===== config.mk =====
export PLATFORM = sky130hd
export DESIGN_NAME = vga_demo_sequencer
export DESIGN_NICKNAME = d
export VERILOG_FILES = /design/src/rtl/vga_seq_pkg.sv /design/src/rtl/vga_timing_core.sv /design/src/rtl/vga_demo_sequencer.sv
export SDC_FILE = /design/constraint.sdc
export NUM_CORES = 1
export LEC_CHECK = 0
export CORE_MARGIN = 4
export CORE_UTILIZATION = 43
export DETAILED_ROUTE_END_ITERATION = 16
export PLACE_DENSITY_LB_ADDON = 0.12
export SYNTH_ARGS = -nofsm -noshare
export SYNTH_HDL_FRONTEND = slang
export SYNTH_SLANG_ARGS = --single-unit

===== constraint.sdc =====
create_clock -name clk -period 2.3 [get_ports clk]
set_input_delay 0.345 -clock clk [delete_from_list [all_inputs] [get_ports clk]]
set_output_delay 0.345 -clock clk [all_outputs]
set_load 0.03 [all_outputs]

===== src/rtl/vga_seq_pkg.sv =====
// +----------------------------------------------------------------------------+
// | vga_seq_pkg: shared timing defaults, total helper, part names, envelope.   |
// | Rev 1.0                                                                    |
// +----------------------------------------------------------------------------+
`default_nettype none

package vga_seq_pkg;
  localparam int DEF_H_ACTIVE = 640;
  localparam int DEF_H_FP     = 16;
  localparam int DEF_H_SYNC   = 96;
  localparam int DEF_H_BP     = 48;
  localparam int DEF_V_ACTIVE = 480;
  localparam int DEF_V_FP     = 10;
  localparam int DEF_V_SYNC   = 2;
  localparam int DEF_V_BP     = 33;

  function automatic int calc_total(input int active, input int fp, input int sync, input int bp);
    return active + fp + sync + bp;
  endfunction

  localparam logic [2:0] PART_TITLE        = 3'd0;
  localparam logic [2:0] PART_PLASMA       = 3'd1;
  localparam logic [2:0] PART_BARS         = 3'd2;
  localparam logic [2:0] PART_STARS        = 3'd3;
  localparam logic [2:0] PART_ROTO         = 3'd4;
  localparam logic [2:0] PART_FIRE         = 3'd5;
  localparam logic [2:0] PART_SCROLL       = 3'd6;
  localparam logic [2:0] PART_TITLE_TUNNEL = 3'd7;

  localparam logic [4:0] ENV_TOP = 5'd31;
endpackage

`default_nettype wire


===== src/rtl/vga_timing_core.sv =====
// +----------------------------------------------------------------------------+
// | vga_timing_core: h/v counters, stage-0 sync/display flags, frame markers.  |
// | Rev 1.0                                                                    |
// +----------------------------------------------------------------------------+
`default_nettype none

module vga_timing_core
  import vga_seq_pkg::*;
#(
  parameter int H_ACTIVE = DEF_H_ACTIVE,
  parameter int H_FP     = DEF_H_FP,
  parameter int H_SYNC   = DEF_H_SYNC,
  parameter int H_BP     = DEF_H_BP,
  parameter int V_ACTIVE = DEF_V_ACTIVE,
  parameter int V_FP     = DEF_V_FP,
  parameter int V_SYNC   = DEF_V_SYNC,
  parameter int V_BP     = DEF_V_BP,
  parameter int COORD_W  = 10
) (
  input  logic               clk,
  input  logic               rst_n,
  output logic [COORD_W-1:0] o_hpos,
  output logic [COORD_W-1:0] o_vpos,
  output logic               o_hsync_act,
  output logic               o_vsync_act,
  output logic               o_display_on,
  output logic               o_frame_start,
  output logic               o_frame_end
);
  localparam logic [COORD_W-1:0] C_H_LAST   = COORD_W'(calc_total(H_ACTIVE, H_FP, H_SYNC, H_BP) - 1);
  localparam logic [COORD_W-1:0] C_V_LAST   = COORD_W'(calc_total(V_ACTIVE, V_FP, V_SYNC, V_BP) - 1);
  localparam logic [COORD_W-1:0] C_H_ACT    = COORD_W'(H_ACTIVE);
  localparam logic [COORD_W-1:0] C_V_ACT    = COORD_W'(V_ACTIVE);
  localparam logic [COORD_W-1:0] C_HS_START = COORD_W'(H_ACTIVE + H_FP);
  localparam logic [COORD_W-1:0] C_HS_END   = COORD_W'(H_ACTIVE + H_FP + H_SYNC);
  localparam logic [COORD_W-1:0] C_VS_START = COORD_W'(V_ACTIVE + V_FP);
  localparam logic [COORD_W-1:0] C_VS_END   = COORD_W'(V_ACTIVE + V_FP + V_SYNC);

  logic [COORD_W-1:0] r_hpos;
  logic [COORD_W-1:0] r_vpos;
  logic               w_h_end;
  logic               w_v_end;

  assign w_h_end = (r_hpos == C_H_LAST);
  assign w_v_end = (r_vpos == C_V_LAST);

  always_ff @(posedge clk) begin
    if (!rst_n) begin
      r_hpos <= '0;
      r_vpos <= '0;
    end else if (w_h_end) begin
      r_hpos <= '0;
      r_vpos <= w_v_end ? '0 : r_vpos + COORD_W'(1);
    end else begin
      r_hpos <= r_hpos + COORD_W'(1);
    end
  end

  assign o_hpos        = r_hpos;
  assign o_vpos        = r_vpos;
  assign o_hsync_act   = (r_hpos >= C_HS_START) && (r_hpos < C_HS_END);
  assign o_vsync_act   = (r_vpos >= C_VS_START) && (r_vpos < C_VS_END);
  assign o_display_on  = (r_hpos < C_H_ACT) && (r_vpos < C_V_ACT);
  assign o_frame_start = (r_hpos == '0) && (r_vpos == '0);
  assign o_frame_end   = w_h_end && w_v_end;
endmodule

`default_nettype wire


===== src/rtl/vga_demo_sequencer.sv =====
// +----------------------------------------------------------------------------+
// | vga_demo_sequencer: VGA timing, frame/part/beat sequencer, sync/RGB align. |
// | Optional macro VGA_SEQ_SCANLINE_EN halves colour on odd lines. Rev 1.0     |
// +----------------------------------------------------------------------------+
`default_nettype none

module vga_demo_sequencer
  import vga_seq_pkg::*;
#(
  parameter int H_ACTIVE = DEF_H_ACTIVE,
  parameter int H_FP     = DEF_H_FP,
  parameter int H_SYNC   = DEF_H_SYNC,
  parameter int H_BP     = DEF_H_BP,
  parameter int V_ACTIVE = DEF_V_ACTIVE,
  parameter int V_FP     = DEF_V_FP,
  parameter int V_SYNC   = DEF_V_SYNC,
  parameter int V_BP     = DEF_V_BP,
  parameter int SYNC_NEG = 1,
  parameter int COORD_W  = 10,
  parameter int BPC      = 2,
  parameter int FRAME_W  = 12,
  parameter int PART_W   = 3,
  parameter int PIPE     = 1
) (
  input  logic               clk,
  input  logic               rst_n,
  input  logic               pause,
  input  logic               step,
  input  logic               part_force_en,
  input  logic [PART_W-1:0]  part_force,
  input  logic [3*BPC-1:0]   rgb_in,
  output logic [COORD_W-1:0] hpos,
  output logic [COORD_W-1:0] vpos,
  output logic               display_on,
  output logic               frame_start,
  output logic [FRAME_W-1:0] frame,
  output logic [PART_W-1:0]  part,
  output logic [1:0]         beat_phase,
  output logic [4:0]         envelope,
  output logic               hsync_o,
  output logic               vsync_o,
  output logic [3*BPC-1:0]   rgb_o
);
  localparam int RGB_W = 3 * BPC;
`ifdef VGA_SEQ_SCANLINE_EN
  localparam int D_W = RGB_W + 4;
`else
  localparam int D_W = RGB_W + 3;
`endif

  logic               w_hs0;
  logic               w_vs0;
  logic               w_frame_end;
  logic [D_W-1:0]     w_s0;
  logic [D_W-1:0]     w_sn;
  logic [RGB_W-1:0]   w_rgb_vis;
  logic [RGB_W-1:0]   w_rgb_fin;
  logic               w_step_rise;
  logic               w_advance;
  logic               r_step_d;
  logic               r_step_lat;
  logic [FRAME_W-1:0] r_frame;

  vga_timing_core #(
    .H_ACTIVE (H_ACTIVE), .H_FP (H_FP), .H_SYNC (H_SYNC), .H_BP (H_BP),
    .V_ACTIVE (V_ACTIVE), .V_FP (V_FP), .V_SYNC (V_SYNC), .V_BP (V_BP),
    .COORD_W  (COORD_W)
  ) u_timing (
    .clk           (clk),
    .rst_n         (rst_n),
    .o_hpos        (hpos),
    .o_vpos        (vpos),
    .o_hsync_act   (w_hs0),
    .o_vsync_act   (w_vs0),
    .o_display_on  (display_on),
    .o_frame_start (frame_start),
    .o_frame_end   (w_frame_end)
  );

  // A step edge coinciding with frame end under pause still counts.
  assign w_step_rise = step & ~r_step_d;
  assign w_advance   = w_frame_end & (~pause | r_step_lat | w_step_rise);

  always_ff @(posedge clk) begin
    if (!rst_n) begin
      r_step_d   <= 1'b0;
      r_step_lat <= 1'b0;
      r_frame    <= '0;
    end else begin
      r_step_d <= step;
      if (!pause)
        r_step_lat <= 1'b0;
      else if (w_advance)
        r_step_lat <= 1'b0;
      else if (w_step_rise)
        r_step_lat <= 1'b1;
      if (w_advance)
        r_frame <= r_frame + FRAME_W'(1);
    end
  end

  assign frame      = r_frame;
  assign part       = part_force_en ? part_force : r_frame[FRAME_W-1 -: PART_W];
  assign beat_phase = r_frame[5:4];
  assign envelope   = ENV_TOP - {r_frame[3:0], 1'b0};

`ifdef VGA_SEQ_SCANLINE_EN
  assign w_s0 = {vpos[0], w_hs0, w_vs0, display_on, rgb_in};
`else
  assign w_s0 = {w_hs0, w_vs0, display_on, rgb_in};
`endif

  generate
    if (PIPE == 0) begin : g_pipe_comb
      assign w_sn = w_s0;
    end else begin : g_pipe_reg
      logic [D_W-1:0] r_pipe [PIPE];
      always_ff @(posedge clk) begin
        if (!rst_n) begin
          for (int i = 0; i < PIPE; i++) r_pipe[i] <= '0;
        end else begin
          r_pipe[0] <= w_s0;
          for (int i = 1; i < PIPE; i++) r_pipe[i] <= r_pipe[i-1];
        end
      end
      assign w_sn = r_pipe[PIPE-1];
    end
  endgenerate

  assign w_rgb_vis = w_sn[RGB_W] ? w_sn[RGB_W-1:0] : '0;

`ifdef VGA_SEQ_SCANLINE_EN
  always_comb begin
    w_rgb_fin = w_rgb_vis;
    if (w_sn[RGB_W+3]) begin
      for (int c = 0; c < 3; c++)
        w_rgb_fin[c*BPC +: BPC] = w_rgb_vis[c*BPC +: BPC] >> 1;
    end
  end
`else
  assign w_rgb_fin = w_rgb_vis;
`endif

  // Gating with rst_n keeps pins quiet during reset even when PIPE is 0.
  assign hsync_o = (rst_n & w_sn[RGB_W+2]) ^ (SYNC_NEG != 0);
  assign vsync_o = (rst_n & w_sn[RGB_W+1]) ^ (SYNC_NEG != 0);
  assign rgb_o   = rst_n ? w_rgb_fin : '0;
endmodule

`default_nettype wire


# == Yosys cells after proc, flatten, opt, wreduce, memory -nomap -nowiden ==
# Memory sizes are Yosys's and may differ from the RTL's.
# Index checks and enable logic that the tools add are counted.
# word_totals
inputBits,14
latch_bits,0
memories,1
ram_bits,9
reg_bits,34
romBits,0
# mem_list
memory,depth,width,rd,rd_ports_with_merged_regs,write_ports,line_no,text
g_pipe_reg.r_pipe,1,9,1,0,1,vga_demo_sequencer.sv:117,logic [D_W-1:0] r_pipe [PIPE];
# op_classes
magnitude_cmp,6
eq_ne,2
n_mux,8
add_sub_neg,4
div,0
n_mul,0
n_reduce_logical,10
n_bitwise,11
n_shift,0
# ops
operator,n
$add A10 B1 Y10 const B,2
$eq A10 B10 Y1 const B,2
$logic_not A10 Y1,2
$lt A10 B10 Y1 const B,2
$lt A10 B9 Y1 const B,2
$add A12 B1 Y12 const B,1
$mux W6,2
$ge A10 B10 Y1 const B,1
$ge A10 B9 Y1 const B,1
$mux W10,1
$mux W9,1
$reduce_or A9 Y1,1
$logic_and A1 B1 Y1,5
$not A1 Y1,5
$sub A5 B5 Y5 const A,1
$and A1 B1 Y1,4
$mux W1,3
$mux W3,1
$reduce_or A3 Y1,1
$or A1 B1 Y1,2
$reduce_or A2 Y1,1

# == Longest topological paths before layout ==
# Gate-level depths: netlist (run 1).
# depth
depth_word,5
ltp_mapped,8

# == Modules after synthesis ==
# From an unflattened synthesis (run 1), not the netlist that was laid out.
# hier_totals
hier_cells,242
area_unflattened_um2,2133.3
# modules_own_cells
module,instances,area_per_inst_um2,seq_area_each_um2,cells_per_inst
vga_timing_core,1,1108.6,400.4,134
vga_demo_sequencer,1,1024.7,460.4,108

# == Worst setup path before layout (run 1) ==
# OpenSTA, ideal clock, no wires.
# synth_timing
path_type,register to register
start,register u_timing.r_hpos[4] (netlist: u_timing.o_hpos[4])
end,register r_frame[3] (netlist: frame[3])
synth_period_minus_slack_ns,2.237
path_stages_with_launch,6
t_arrival_ns,2.167
t_required_ns,2.230
setup_time_ns,0.070
setup_slack_ns,0.063
n_path_buf,1
path_cell_list,dfxtp_1 -> or3b_4 -> or4_1 -> buf_2 -> or4_1 -> a21oi_1
# synth_between
elab_chain_len,3
# synth_lines
element,line_no,text
start: declaration,vga_timing_core.sv:39,logic [COORD_W-1:0] r_hpos;
start signal: assignment,vga_timing_core.sv:55,r_hpos <= r_hpos + COORD_W'(1);
$eq A10 B10 Y1,vga_timing_core.sv:44,assign w_h_end = (r_hpos == C_H_LAST);
$logic_and A1 B1 Y1,vga_timing_core.sv:65,assign o_frame_end = w_h_end && w_v_end;
$and A1 B1 Y1,vga_demo_sequencer.sv:82,assign w_advance = w_frame_end & (~pause | r_step_lat | w_step_rise);
end signal: assignment,vga_demo_sequencer.sv:98,r_frame <= r_frame + FRAME_W'(1);
end: declaration,vga_demo_sequencer.sv:62,logic [FRAME_W-1:0] r_frame;
# No other way between the ends.
# A chain may end at the register's enable or synchronous reset.

# == Worst setup path in the final report (run 1) ==
# layout_timing
start,register u_timing.r_hpos[5] (netlist: u_timing.o_hpos[5])
end,output port frame_start
# layout_between
elab_chain_len,2
# layout_lines
element,line_no,text
$logic_not A10 Y1,vga_timing_core.sv:64,assign o_frame_start = (r_hpos == '0) && (r_vpos == '0);
$logic_and A1 B1 Y1,vga_timing_core.sv:64,
end: declaration,vga_demo_sequencer.sv:35,"output logic frame_start,"
# No other way between the ends.

==> results of run 1 <==
## cell families after synthesis
kind of cell,share of synthesized area (%)
compound gates,6.55
simple gates,33.7
fa+ha+maj,2.92
other cells,0.175
buf+inv,5.73
mux,5.79
xor+xnor,4.91
flops,40.2
## layer usage
layer / wire [um] / part of all wire (%) / vias up
li1: - / - / 1005
met1: 2500 / 48 / 911
met4: 55 / 1.1 / 0
met3: 370 / 7.1 / 5
met5: 0 / 0 / -
met2: 2290 / 44 / 70
## critical path, stage by stage, from the launching register on
cell	delay [ns]
dfxtp_1	0.32
buf_4	0.15
nor3_1	0.29
nand3_1	0.14
nor4_1	0.28
and3_1	0.21
buf_4	0.16
## state kept, by name, indices dropped and copies added (netlist names)
name,count
frame,12
g_pipe_reg.r_pipe,9
r_step_d,1
r_step_lat,1
u_timing.o_hpos,10
u_timing.o_vpos,10
## placed cells by master, fill, tap and decap left out, drive strengths merged, types with 6 or more instances in the layout
cell type      count
dfxtp             43
xor2               7
mux2i              9
o31ai              6
inv                9
nand4             10
nor2              15
nand3             14
nand2             20
nand2b             8
clkdlybuf4s50     56
a21oi              9
buf               19
nor4              12
and3              14
o21ai              6
and2               9
## where the power goes
group          internal, uW  total (uW)  switching [uW]
clock                   433         702             269
sequential              756         765            8.56
combinational          61.2         128            67.1
total                  1250        1600             345
## final cells by class
type                            count  share of cell area [%]
Multi-Input combinational cell    179                    38.8
Sequential cell                    43                    28.8
Timing Repair Buffer               76                    23.9
Tap cell                           67                    2.80
Clock buffer                        5                    2.30
Clock inverter                      3                    2.26
Inverter                            9                    1.13
## repair_timing
action / in CTS / in global routing
gates resized for setup: 0 / 2
buffers inserted: 0 / 0
setup endpoints to repair: 0 / 2
hold buffers: 0 / 0
## stage by stage
step / setup WS (ns) / hold slack [ns] / total power (uW)
floorplan: 0.0631 / 0.468 / 854
global placement: 0.162 / 0.467 / 911
detailed placement: 0.143 / 0.480 / 912
CTS: 0.0990 / 0.490 / 1610
global route: 0.000625 / 0.522 / 1660
finish: 0.117 / 0.492 / 1600
## worst paths after layout
kind	start	endpoint	slack, ns	cells after the start
setup / recovery	u_timing.o_hpos[5]$_SDFF_PP0_	frame_start	0.12	6
hold / removal	frame[6]$_SDFFE_PN0P_	frame[6]$_SDFFE_PN0P_	0.49	2
setup reg to reg	u_timing.o_hpos[0]$_SDFF_PP0_	frame[3]$_SDFFE_PN0P_	0.17	5
hold reg to reg	frame[6]$_SDFFE_PN0P_	frame[6]$_SDFFE_PN0P_	0.49	2
## cells in the mapped netlist, drive strengths merged (7+ instances only)
| library cell | instances | area [um2] |
|---|---|---|
| nand3 | 14 | 70.1 |
| inv | 9 | 33.8 |
| xor2 | 7 | 61.3 |
| nor4 | 12 | 75.1 |
| a21oi | 9 | 45.0 |
| and3 | 14 | 88.8 |
| nand2b | 8 | 50.1 |
| nor2 | 15 | 56.3 |
| mux2i | 9 | 90.1 |
| and2 | 9 | 57.6 |
| clkbuf | 8 | 50.1 |
| nand2 | 20 | 75.1 |
| dfxtp | 43 | 861 |
| nand4 | 10 | 62.6 |
==> results.py, run 1 <==
metrics = {
    "global_route": {
        "grt_max_degree": 28,
        "antenna_found_initial": 0,
        "met2_usage_pct": 27.8,
        "met3_usage_pct": 5.50,
        "top_usage_layer": "met2",
        "grt_pass1_vias": 1934,
        "grt_pass1_wl_mm": 8.88,
        "grt_remaining_overflow": 0,
        "grt_usage_pct": 18.0,
        "grt_use_met1_pct": 24.0,
    },
    "clock_network": {
        "htreeDepth": 2,
        "clk_path_buf_depth": 2,
        "clkSinkCount": 43,
        "clk_latency_ns": 0.30,
        "cts_tree": "done",
        "cts_root_buf": "clkbuf_8",
        "numCtsBuffers": 5,
        "clk_pin_slew_ns": 0.08,
    },
    "placement": {
        "placed_area_um2": 2850,
        "numPortBuffers": 64,
        "placed_cells": 374,
        "dpl.hpwl_mm": 3.85,
        "gp_congestion": 0.839,
    },
    "cells_and_area": {
        "seq_area_um2": 861,
        "diodes": 0,
        "drive_above_1_share_pct": 12.1,
        "multiInputGateArea_um2": 1160,
        "final_cell_area_um2": 2990,
        "post-route-util_pct": 62.5,
        "finalNetCount": 333,
        "fillers": 437,
        "instances_no_fill": 382,
        "area_growth_pct": 39.9,
    },
    "sta": {
        "rsz0062_at_grt": "false",
        "skew_ns": 0.00603,
        "hold_viol_final": 0,
        "slew_viol_final": 0,
        "report.final.setup_viol": 0,
        "fin_crit_ns": 2.18,
        "max_freq_ghz": 0.458,
        "fin_setup_tns_ns": 0,
        "post-route-period-util_pct": 94.9,
    },
    "synth": {
        "synthArstFlopShare_pct": 0,
        "synthFlopType": "dfxtp_1",
        "synth_cells": 244,
        "yosysSeqAreaShare_pct": 40.2,
        "syn_avg_cell_area_um2": 8.77,
        "synth_nets": 263,
        "synth_edf_count": 0,
        "syn_area_um2": 2140,
        "synth_warnings": 0,
        "synth_seq_cells": 43,
        "synth_cell_types": 41,
    },
    "pwr": {
        "ir_drop_v": 0.000326,
        "cellLeakagePower_uw": 0.00110,
        "p_per_area_nw_per_um2": 533,
    },
    "detailed_routing": {
        "drtAntennaViolNets": 0,
        "vias_per_cell": 5.21,
        "drc": 0,
        "wl_mm": 5.22,
        "wire_per_inst_um": 13.7,
        "drt_iter0_drc": 140,
        "via_count": 1991,
        "drt_pass1_iterations": 4,
    },
    "worst_setup_path": {
        "crit_fanout": 6,
        "critPathKind": "reg2out",
        "crit_path_end_kind": "output port",
        "worstSetupStartpointType": "flip-flop",
        "worstPathArrival_ns": 1.84,
        "required_ns": 1.96,
    },
    "floorplan": {
        "num_io_pins": 66,
        "rows": 25,
        "core_area_um2": 4790,
        "dieArea_um2": 6170,
        "initial_core_util_pct": 44.7,
        "die_h_um": 78.5,
        "die_x_um": 78.5,
    },
    "run": {
        "maxCapViolCount": 0,
    },
    "min_path": {
        "hold_class": "reg2reg",
    },
    "status": {
        "status": "complete, no violations",
    },
}
Note: power is estimated with default switching activity, not from simulation.
==> inputs of run 2 (changes only) <==
--- a/config.mk
+++ b/config.mk
@@ -9,6 +9,8 @@
 export CORE_UTILIZATION = 43
 export DETAILED_ROUTE_END_ITERATION = 16
 export PLACE_DENSITY_LB_ADDON = 0.12
+export SETUP_SLACK_MARGIN = 0.1
 export SYNTH_ARGS = -nofsm -noshare
 export SYNTH_HDL_FRONTEND = slang
+export SYNTH_HIERARCHICAL = 1
 export SYNTH_SLANG_ARGS = --single-unit
==> results.py, run 2 <==
metrics = {
    "status": {
        "status": "complete, no violations",
    },
    "clock_network": {
        "clkSinkCount": 43,
        "cts_root_buf": "clkbuf_8",
        "clk_pin_slew_ns": 0.08,
        "htreeDepth": 2,
        "clk_latency_ns": 0.29,
        "numCtsBuffers": 5,
        "cts_tree": "done",
        "clk_path_buf_depth": 2,
    },
    "synth": {
        "yosys-top-cells-count": "dfxtp_1, nand2_1, and2_1, inv_1, nor2_1",
        "synth_nets": 262,
        "synth_seq_cells": 43,
        "syn_avg_cell_area_um2": 8.82,
        "yosysSeqAreaShare_pct": 40.4,
        "synthTopCellsByArea": "dfxtp_1, and2_1, xnor2_1",
        "synth_cell_types": 52,
        "synth_edf_count": 0,
        "synth_top_area_share_pct": 40.4,
        "synth_cells": 242,
        "synthArstFlopShare_pct": 0,
        "synthFlopType": "dfxtp_1",
        "yosysMostFrequentCell": "dfxtp_1",
        "syn_area_um2": 2130,
        "synth_warnings": 6,
        "synth_top_area_cell": "dfxtp_1",
    },
    "cells_and_area": {
        "final_cell_area_um2": 3140,
        "drive_above_1_share_pct": 20.6,
        "area_growth_pct": 47.4,
        "largest_register_ffs": 12,
        "fillers": 407,
        "mostFrequentLayoutCells": "clkdlybuf4s50_1, dfxtp_1, buf_4",
        "diodes": 0,
        "seq_area_um2": 880,
        "multiInputGateArea_um2": 1190,
        "finalNetCount": 345,
        "final_common_cell": "clkdlybuf4s50_1",
    },
    "worst_setup_path": {
        "crit_fanout": 7,
        "crit_top_cell": "or4_4",
        "critPathLaunch": "u_timing/o_hpos[0]$_SDFF_PP0_",
        "reg2reg_depth": 8,
        "cpPeakStageDelay_ns": 0.54,
        "worstPathArrival_ns": 2.42,
        "ff2ff_setup_slack_ns": 0.11,
        "cp_cell_sequence": "ha_4, nand4_1, or4_4, nor2_4, and4_4, o21ai_4, or4_4, a21boi_1",
        "required_ns": 2.53,
        "worstSetupStartpointType": "flip-flop",
        "r2r-start": "u_timing/o_hpos[0]$_SDFF_PP0_",
        "crit_end": "frame[9]$_SDFFE_PN0P_",
        "slowest_stage": "or4_4",
        "critPathKind": "reg2reg",
        "crit_path_end_kind": "flip-flop",
        "r2r_end": "frame[9]$_SDFFE_PN0P_",
    },
    "global_route": {
        "grt_use_met1_pct": 23.1,
        "antenna_found_initial": 0,
        "grt_remaining_overflow": 0,
        "top_usage_layer": "met2",
        "grt_usage_pct": 17.7,
        "met2_usage_pct": 29.2,
        "met3_usage_pct": 4.24,
        "grt_pass1_vias": 1854,
        "grt_pass1_wl_mm": 8.87,
        "grt_max_degree": 44,
    },
    "placement": {
        "place_ws_ns": 0.0384,
        "gp_congestion": 0.798,
        "placed_area_um2": 2960,
        "numPortBuffers": 64,
        "dpl.hpwl_mm": 3.71,
    },
    "detailed_routing": {
        "drt_pass1_iterations": 4,
        "via_count": 2019,
        "wl_mm": 5.20,
        "wire_per_inst_um": 13.2,
        "vias_per_cell": 5.14,
        "drtAntennaViolNets": 0,
        "drt_iter0_drc": 70,
        "drc": 0,
    },
    "sta": {
        "max_freq_ghz": 0.456,
        "fin_setup_tns_ns": 0,
        "post-route-period-util_pct": 95.4,
        "slew_viol_final": 0,
        "hold_viol_final": 0,
        "fin_ws_ns": 0.106,
        "report.final.setup_viol": 0,
        "hold_slack_ns": 0.518,
        "skew_ns": 0.00626,
        "fin_crit_ns": 2.19,
        "rsz0062_at_grt": "true",
    },
    "floorplan": {
        "die_h_um": 78.4,
        "dieArea_um2": 6150,
        "num_io_pins": 66,
        "initial_core_util_pct": 44.9,
        "core_area_um2": 4750,
        "rows": 25,
        "die_x_um": 78.4,
    },
    "run": {
        "maxCapViolCount": 0,
    },
    "pwr": {
        "cellLeakagePower_uw": 0.00118,
        "total_power_uw": 1540,
        "ir_drop_v": 0.000381,
        "p_per_area_nw_per_um2": 489,
    },
    "min_path": {
        "hold_class": "reg2reg",
    },
}
## run 2: repair_timing
action	CTS	global route
gates resized for setup	2	10
buffers inserted	1	4
pin swaps	1	4
hold buffers	0	0
setup endpoints to repair	6	11
## run 2: through the flow
step	cells	util (%)
finish	393	66.1
floorplan	242	-
global route	393	66.1
detailed placement	380	62.2
CTS	389	65.1
global placement	380	62.2
## run 2: where the power goes
group | internal, uW | switching, uW
clock network | 390 | 246
logic | 64.3 | 73.4
registers | 755 | 7.96
total | 1210 | 327
## run 2: worst min-delay path by stage
stage | start | to | cells past startpoint
final | r_step_lat$_SDFFE_PP0P_ | r_step_lat$_SDFFE_PP0P_ | 2
after global routing | frame[10]$_SDFFE_PN0P_ | frame[10]$_SDFFE_PN0P_ | 2
after CTS | r_step_lat$_SDFFE_PP0P_ | r_step_lat$_SDFFE_PP0P_ | 2
after detailed placement | r_step_lat$_SDFFE_PP0P_ | r_step_lat$_SDFFE_PP0P_ | 2
after global placement | r_step_lat$_SDFFE_PP0P_ | r_step_lat$_SDFFE_PP0P_ | 2
after floorplan | r_step_lat$_SDFFE_PP0P_ | r_step_lat$_SDFFE_PP0P_ | 2
## run 2: metal layers
layer | share of wire [%] | wire, um
met4 | 0.98 | 51
met1 | 44 | 2300
met5 | 0 | 0
met3 | 5.9 | 307
met2 | 49 | 2550
## run 2: critical path: cells and delay by family, from the launching register on
kind	cells	cell delay (ns)
AOI/OAI and AO/OA	2	0.20
adders and majority gates	1	0.14
DFF	1	0.36
and+or+nand+nor	5	1.44
## run 2: cell type report
class                           count  share of cell area (%)
Clock buffer                        7                    3.10
Timing Repair Buffer               89                    25.9
Tap cell                           67                    2.67
Clock inverter                      1                   0.955
Sequential cell                    43                    28.0
Inverter                           12                    1.43
Multi-Input combinational cell    174                    38.0
## run 2: logic make-up (layout without fill, tap and decap cells)
logic type | count (synthesis) | after routing | synth area share, %
compound gates | 41 | 41 | 13.5
fa+ha+maj | 6 | 6 | 3.52
other cells | 1 | 1 | 0.176
mux | 3 | 3 | 1.52
simple gates | 111 | 111 | 29.9
buf+inv | 25 | 109 | 6.10
xor+xnor | 12 | 12 | 4.93
flops | 43 | 43 | 40.4
==> inputs of run 3 (changes only) <==
--- a/config.mk
+++ b/config.mk
@@ -8,7 +8,7 @@
 export CORE_MARGIN = 4
 export CORE_UTILIZATION = 43
 export DETAILED_ROUTE_END_ITERATION = 16
-export PLACE_DENSITY_LB_ADDON = 0.12
+export PLACE_DENSITY = 0.77
 export SETUP_SLACK_MARGIN = 0.1
 export SYNTH_ARGS = -nofsm -noshare
 export SYNTH_HDL_FRONTEND = slang
==> results.py, run 3 (same netlist as run 2, synthesis figures left out) <==
metrics = {
    "placement": {
        "numPortBuffers": 64,
        "dpl.hpwl_mm": 3.65,
        "gp_congestion": 0.762,
    },
    "sta": {
        "fin_setup_tns_ns": 0,
        "rsz0062_at_grt": "true",
        "fin_crit_ns": 2.17,
        "post-route-period-util_pct": 94.2,
        "skew_ns": 0.00268,
        "slew_viol_final": 0,
        "hold_viol_final": 0,
        "report.final.setup_viol": 0,
        "max_freq_ghz": 0.462,
        "hold_slack_ns": 0.493,
    },
    "detailed_routing": {
        "wl_mm": 5.16,
        "via_count": 2035,
        "vias_per_cell": 5.18,
        "drtAntennaViolNets": 0,
        "drt_pass1_iterations": 4,
        "drc": 0,
        "wire_per_inst_um": 13.1,
        "drt_iter0_drc": 98,
    },
    "worst_setup_path": {
        "reg2reg_depth": 8,
        "crit_fanout": 4,
        "r2r-start": "u_timing/o_hpos[0]$_SDFF_PP0_",
        "crit_path_end_kind": "output port",
        "cpPeakStageDelay_ns": 0.59,
        "critPathKind": "in2out",
        "r2r_end": "frame[9]$_SDFFE_PN0P_",
        "cp_cell_sequence": "clkdlybuf4s50_1, mux2_2, clkdlybuf4s50_1",
        "worstPathArrival_ns": 1.82,
        "crit_top_cell": "clkdlybuf4s50_1",
        "ff2ff_setup_slack_ns": 0.15,
        "required_ns": 1.96,
        "slowest_stage": "clkdlybuf4s50_1",
        "worstSetupStartpointType": "input pin",
    },
    "floorplan": {
        "die_h_um": 78.4,
        "dieArea_um2": 6150,
        "die_x_um": 78.4,
        "initial_core_util_pct": 44.9,
        "rows": 25,
        "num_io_pins": 66,
        "core_area_um2": 4750,
    },
    "pwr": {
        "internal-power_uw": 1170,
        "cellLeakagePower_uw": 0.00115,
        "comb_power_share_pct": 9.3,
        "seq_power_share_pct": 50.7,
        "power_frac_clock_pct": 40.1,
        "p_sw_share_pct": 22.2,
        "p_sw_uw": 334,
        "p_per_area_nw_per_um2": 480,
        "ir_drop_v": 0.000297,
    },
    "global_route": {
        "grt_remaining_overflow": 0,
        "grt_pass1_wl_mm": 9.24,
        "met2_usage_pct": 29.9,
        "grt_use_met1_pct": 23.7,
        "grt_pass1_vias": 2005,
        "grt_max_degree": 17,
        "grt_usage_pct": 18.3,
        "antenna_found_initial": 0,
        "top_usage_layer": "met2",
        "met3_usage_pct": 5.39,
    },
    "cells_and_area": {
        "largest_register_ffs": 12,
        "fillers": 392,
        "diodes": 0,
        "drive_above_1_share_pct": 20.6,
        "area_growth_pct": 47.0,
        "finalNetCount": 345,
        "final_common_cell": "clkdlybuf4s50_1",
        "mostFrequentLayoutCells": "clkdlybuf4s50_1, dfxtp_1, buf_4",
    },
    "min_path": {
        "worstHoldPathCells": 2,
        "worstHoldStart": "r_step_lat$_SDFFE_PP0P_",
        "hold_class": "reg2reg",
        "min_to": "r_step_lat$_SDFFE_PP0P_",
    },
    "clock_network": {
        "numCtsBuffers": 5,
        "cts_tree": "done",
        "clk_path_buf_depth": 2,
        "clkSinkCount": 43,
        "htreeDepth": 2,
        "clk_pin_slew_ns": 0.08,
        "cts_root_buf": "clkbuf_8",
        "clk_latency_ns": 0.29,
    },
    "run": {
        "maxCapViolCount": 0,
    },
    "status": {
        "status": "complete, no violations",
    },
}
[run 3: area by class of cell]
| class | instances | area [um2] | share of cell area [%] |
|---|---|---|---|
| Tap cell | 67 | 83.8 | 2.67 |
| Sequential cell | 43 | 880 | 28.1 |
| Inverter | 12 | 45.0 | 1.44 |
| Clock buffer | 6 | 82.6 | 2.63 |
| Clock inverter | 2 | 35.0 | 1.12 |
| Timing Repair Buffer | 88 | 803 | 25.6 |
| Multi-Input combinational cell | 175 | 1210 | 38.5 |
[run 3: what timing repair did]
item,4_1_cts,5_1_grt
gates cloned,1,0
resized for setup,3,7
endpoints found under the setup margin,6,7
setup buffers,5,0
pin swaps,4,1
hold buffers,0,0
[run 3: per-layer routing]
metal / vias to the layer above / wire length, um
met1: 950 / 2340
met4: 0 / 53
met3: 7 / 333
met5: - / 0
li1: 1021 / -
met2: 57 / 2430
[run 3: through the flow]
step | setup WS [ns] | cells | util [%] | area, um2 | power [uW]
floorplan | 0.0123 | 242 | - | 2190 | 857
global placement | 0.0976 | 379 | 62.0 | 2950 | 913
detailed placement | 0.0398 | 379 | 62.0 | 2950 | 915
CTS | 0.103 | 393 | 65.6 | 3120 | 1520
global route | 0.0741 | 393 | 65.9 | 3140 | 1570
finish | 0.133 | 393 | 65.9 | 3140 | 1510
[run 3: worst max-delay path: cells and delay by family]
family | cells | cell delay, ns
buffers and inverters | 2 | 1.12
multiplexers | 1 | 0.36
[run 3: power groups by stage]
stage | Combinational [uW] | Clock [uW] | Sequential, uW
floorplan | 67.8 | 0 | 789
global placement | 131 | 0 | 782
detailed placement | 132 | 0 | 783
CTS | 140 | 618 | 763
global route | 152 | 649 | 765
finish | 139 | 604 | 763
[run 3: how the worst max path moves through the flow]
stage                                             start               endpoint  slack (ns)  cells past startpoint
after global routing      u_timing/o_hpos[0]$_SDFF_PP0_  frame[9]$_SDFFE_PN0P_        0.07                      8
after CTS                 u_timing/o_hpos[5]$_SDFF_PP0_            frame_start        0.10                      5
after detailed placement  u_timing/o_hpos[1]$_SDFF_PP0_  frame[6]$_SDFFE_PN0P_        0.04                      8
final                                     part_force_en                part[2]        0.13                      3
after floorplan           u_timing/o_hpos[1]$_SDFF_PP0_  frame[7]$_SDFFE_PN0P_        0.01                      8
after global placement    u_timing/o_hpos[1]$_SDFF_PP0_  frame[7]$_SDFFE_PN0P_         0.1                      8
==> edit: new RTL, config.mk and constraints of run 2 <==
Register the output `hpos`; this adds one clock of latency there. The other outputs are not delayed to match.
--- a/src/rtl/vga_demo_sequencer.sv
+++ b/src/rtl/vga_demo_sequencer.sv
@@ -44,2 +44,4 @@
   localparam int RGB_W = 3 * BPC;
+
+  logic [COORD_W-1:0] hpos_d;
 `ifdef VGA_SEQ_SCANLINE_EN
@@ -70,3 +72,3 @@
     .rst_n         (rst_n),
-    .o_hpos        (hpos),
+    .o_hpos        (hpos_d),
     .o_vpos        (vpos),
@@ -147,2 +149,6 @@
   assign rgb_o   = rst_n ? w_rgb_fin : '0;
+  always_ff @(posedge clk) begin
+    hpos <= hpos_d;
+  end
+
 endmodule
Formal check against the unedited RTL: not equivalent (Yosys sat finds a counterexample within 4 cycles, from zero or initial values and one cycle with rst_n low).
==> edit against run 2 <==
Power grew 9.0%; final area rose by 4.9%; die area increased by 7.1%; critical path depth shrank 2; first-iteration DRC count decreased by 4.3%; routed wire length grew 3.7%; worst setup slack worse by 0.0021 ns; clock power down 6.3%; sequential cell count up 10; synthesized area grew 7.9%; hold slack got worse by 0.11 ns; critical endpoint unchanged.
==> edit: results (changes against run 2) <==
Run status: finished, final reports clean (unchanged). The post-route clock skew came to 0.0111 ns (was 0.00626 ns). The number of warning messages in the yosys log came out at 6 (unchanged). The number of instances in the synthesized netlist came to 256 (was 242). The HPWL after detailed placement is 3950 um (was 3710 um).

The standby leakage power is 1.22 nW (was 1.18 nW). The aggregate routed wire length came out at 5390 um (was 5200 um). The share of cells above drive strength 1 came out at 18.5% (was 20.6%).

The worst slack on hold paths is 0.409 ns (was 0.518 ns). The number of filler cells placed in the layout is 470 (was 407). The top metal layer carrying routed signals is met4 (unchanged). Most numerous cell types in the synthesized netlist: sky130_fd_sc_hd__dfxtp_1 (53), sky130_fd_sc_hd__nand2_1 (22), sky130_fd_sc_hd__nor2_1 (15) (was sky130_fd_sc_hd__dfxtp_1 (43), sky130_fd_sc_hd__nand2_1 (20), sky130_fd_sc_hd__and2_1 (16)).

The cell area after placement came out at 3120 um2 (was 2960 um2). The detailed route wirelength on metal3 was 276 um (was 307 um). The wire length of the first global-routing pass came out at 8850 um (was 8870 um). The minimum setup slack among reg-to-reg paths is 0.10 ns.

The cell count of the worst reg-to-reg path came out at 6 (was 8). The final net count was 360 (was 345). The overall routing resource usage is 16.8% (was 17.7%). The number of cells on the worst hold path is 0 (was 2). The number of placed instances, taps included came out at 397 (was 380).

The number of vias after detailed routing came to 2088 (was 2019). The worst voltage drop across the vdd grid is 0.331 mV (was 0.381 mV). The storage element area came out at 1070 um2 (was 880 um2). The first-iteration detailed-routing DRC count was 67 (was 70). The number of flip-flops in the largest register came out at 12 (unchanged). The number of distinct library cell variants in the gate-level netlist after synthesis came to 43 (was 52). The routed wire length on met2 is 2690 um (was 2550 um). Cells taking the most area after synthesis: sky130_fd_sc_hd__dfxtp_1 (46%), sky130_fd_sc_hd__nand2_1 (3.6%), sky130_fd_sc_hd__xnor2_1 (3.4%) (was sky130_fd_sc_hd__dfxtp_1 (40%), sky130_fd_sc_hd__and2_1 (4.7%), sky130_fd_sc_hd__xnor2_1 (3.7%)). The part of the Yosys area used for sequential elements was 46.1% (was 40.4%). The clock latency of the later-clocked register in the worst-skew pair came out at 0.29 ns (about the same). The wire length per cell after detailed routing came out at 13.2 um (about the same). The synthesized netlist net count came out at 276 (was 262). The weighted congestion reported at the end of routability-driven placement is 0.793 (was 0.798).

The reg-to-reg startpoint is u_timing/o_hpos[6] (was u_timing/o_hpos[0]). The placement-stage worst setup slack came out at 0.0221 ns (was 0.0384 ns). The via count of the first global-routing pass is 1971 (was 1854). The wire length on met1 came out at 2400 um (was 2300 um). The number of antenna violations at the first check in global routing came out at 0 (unchanged). The maximum number of pins on one net before global-route repair came out at 20 (was 44).
==> edit: cell types whose count changed in the layout (fill, tap and decap cells not counted), moves of 3 or more <==
cell	delta
sky130_fd_sc_hd__dfxtp_4	-4
sky130_fd_sc_hd__and2_1	-4
sky130_fd_sc_hd__dfxtp_1	+13
sky130_fd_sc_hd__o21ai_0	+3
sky130_fd_sc_hd__a21oi_1	+5
sky130_fd_sc_hd__o21a_1	-3
sky130_fd_sc_hd__nor2_1	+4
sky130_fd_sc_hd__or3_1	+4
sky130_fd_sc_hd__a21boi_1	-3
==> edit: final cells by class <==
cell class / instances / share of cell area [%]
Inverter: 14 / 1.59
Multi-Input combinational cell: 176 / 35.5
Clock inverter: 2 / 1.06
Timing Repair Buffer: 90 / 24.8
Clock buffer: 5 / 2.09
Sequential cell: 53 / 32.3
Tap cell: 70 / 2.66
==> edit: logic make-up (layout without fill, tap and decap cells) <==
logic type / count (synthesis) / after routing / synth area share (%)
adder cells (fa/ha/maj): 6 / 6 / 3.26
AND/OR/NAND/NOR: 114 / 114 / 27.7
AO/OA/AOI/OAI: 40 / 40 / 10.9
XOR/XNOR: 12 / 12 / 4.57
buffers and inverters: 27 / 111 / 5.98
flip-flops: 53 / 53 / 46.1
multiplexers: 3 / 3 / 1.36
other: 1 / 1 / 0.163
==> edit: worst max-delay path, stage by stage (launching register included) <==
cell and delay, ns:
sky130_fd_sc_hd__dfxtp_2 0.33, sky130_fd_sc_hd__or2_4 0.25, sky130_fd_sc_hd__or4_4 0.53, sky130_fd_sc_hd__nor2_4 0.22, sky130_fd_sc_hd__o211ai_4 0.14, sky130_fd_sc_hd__or4_4 0.55, sky130_fd_sc_hd__a21oi_2 0.11
==> edit: repair_timing <==
action	4_1_cts	5_1_grt
endpoints found under the setup margin	6	8
setup buffers	3	3
gates resized for setup	4	11
pin swaps	1	5
==> edit: per-layer routing <==
layer | vias to the layer above | GRT usage, %
met5 | - | 0
met4 | 0 | 4.05
met3 | 2 | 4.55
met2 | 47 | 29.3
met1 | 989 | 20.5
li1 | 1050 | -
==> edit: worst max path at each step <==
stage,slack (ns),endpoint,startpoint
finish,0.10,frame[9],u_timing/o_hpos[6]
global route,0.04,frame[9],u_timing/o_hpos[6]
CTS,0.09,frame_start,u_timing/o_vpos[5]
detailed placement,0.02,frame[11],u_timing/o_hpos[1]
global placement,0.05,frame[11],u_timing/o_hpos[1]
floorplan,0.08,frame[9],u_timing/o_hpos[5]
==> edit: power by group <==
group          total, mW  leakage, nW  switching [mW]  internal [mW]
logic              0.137        0.737          0.0739         0.0630
clock network      0.596       0.0540           0.279          0.317
registers          0.942        0.432         0.00702          0.934
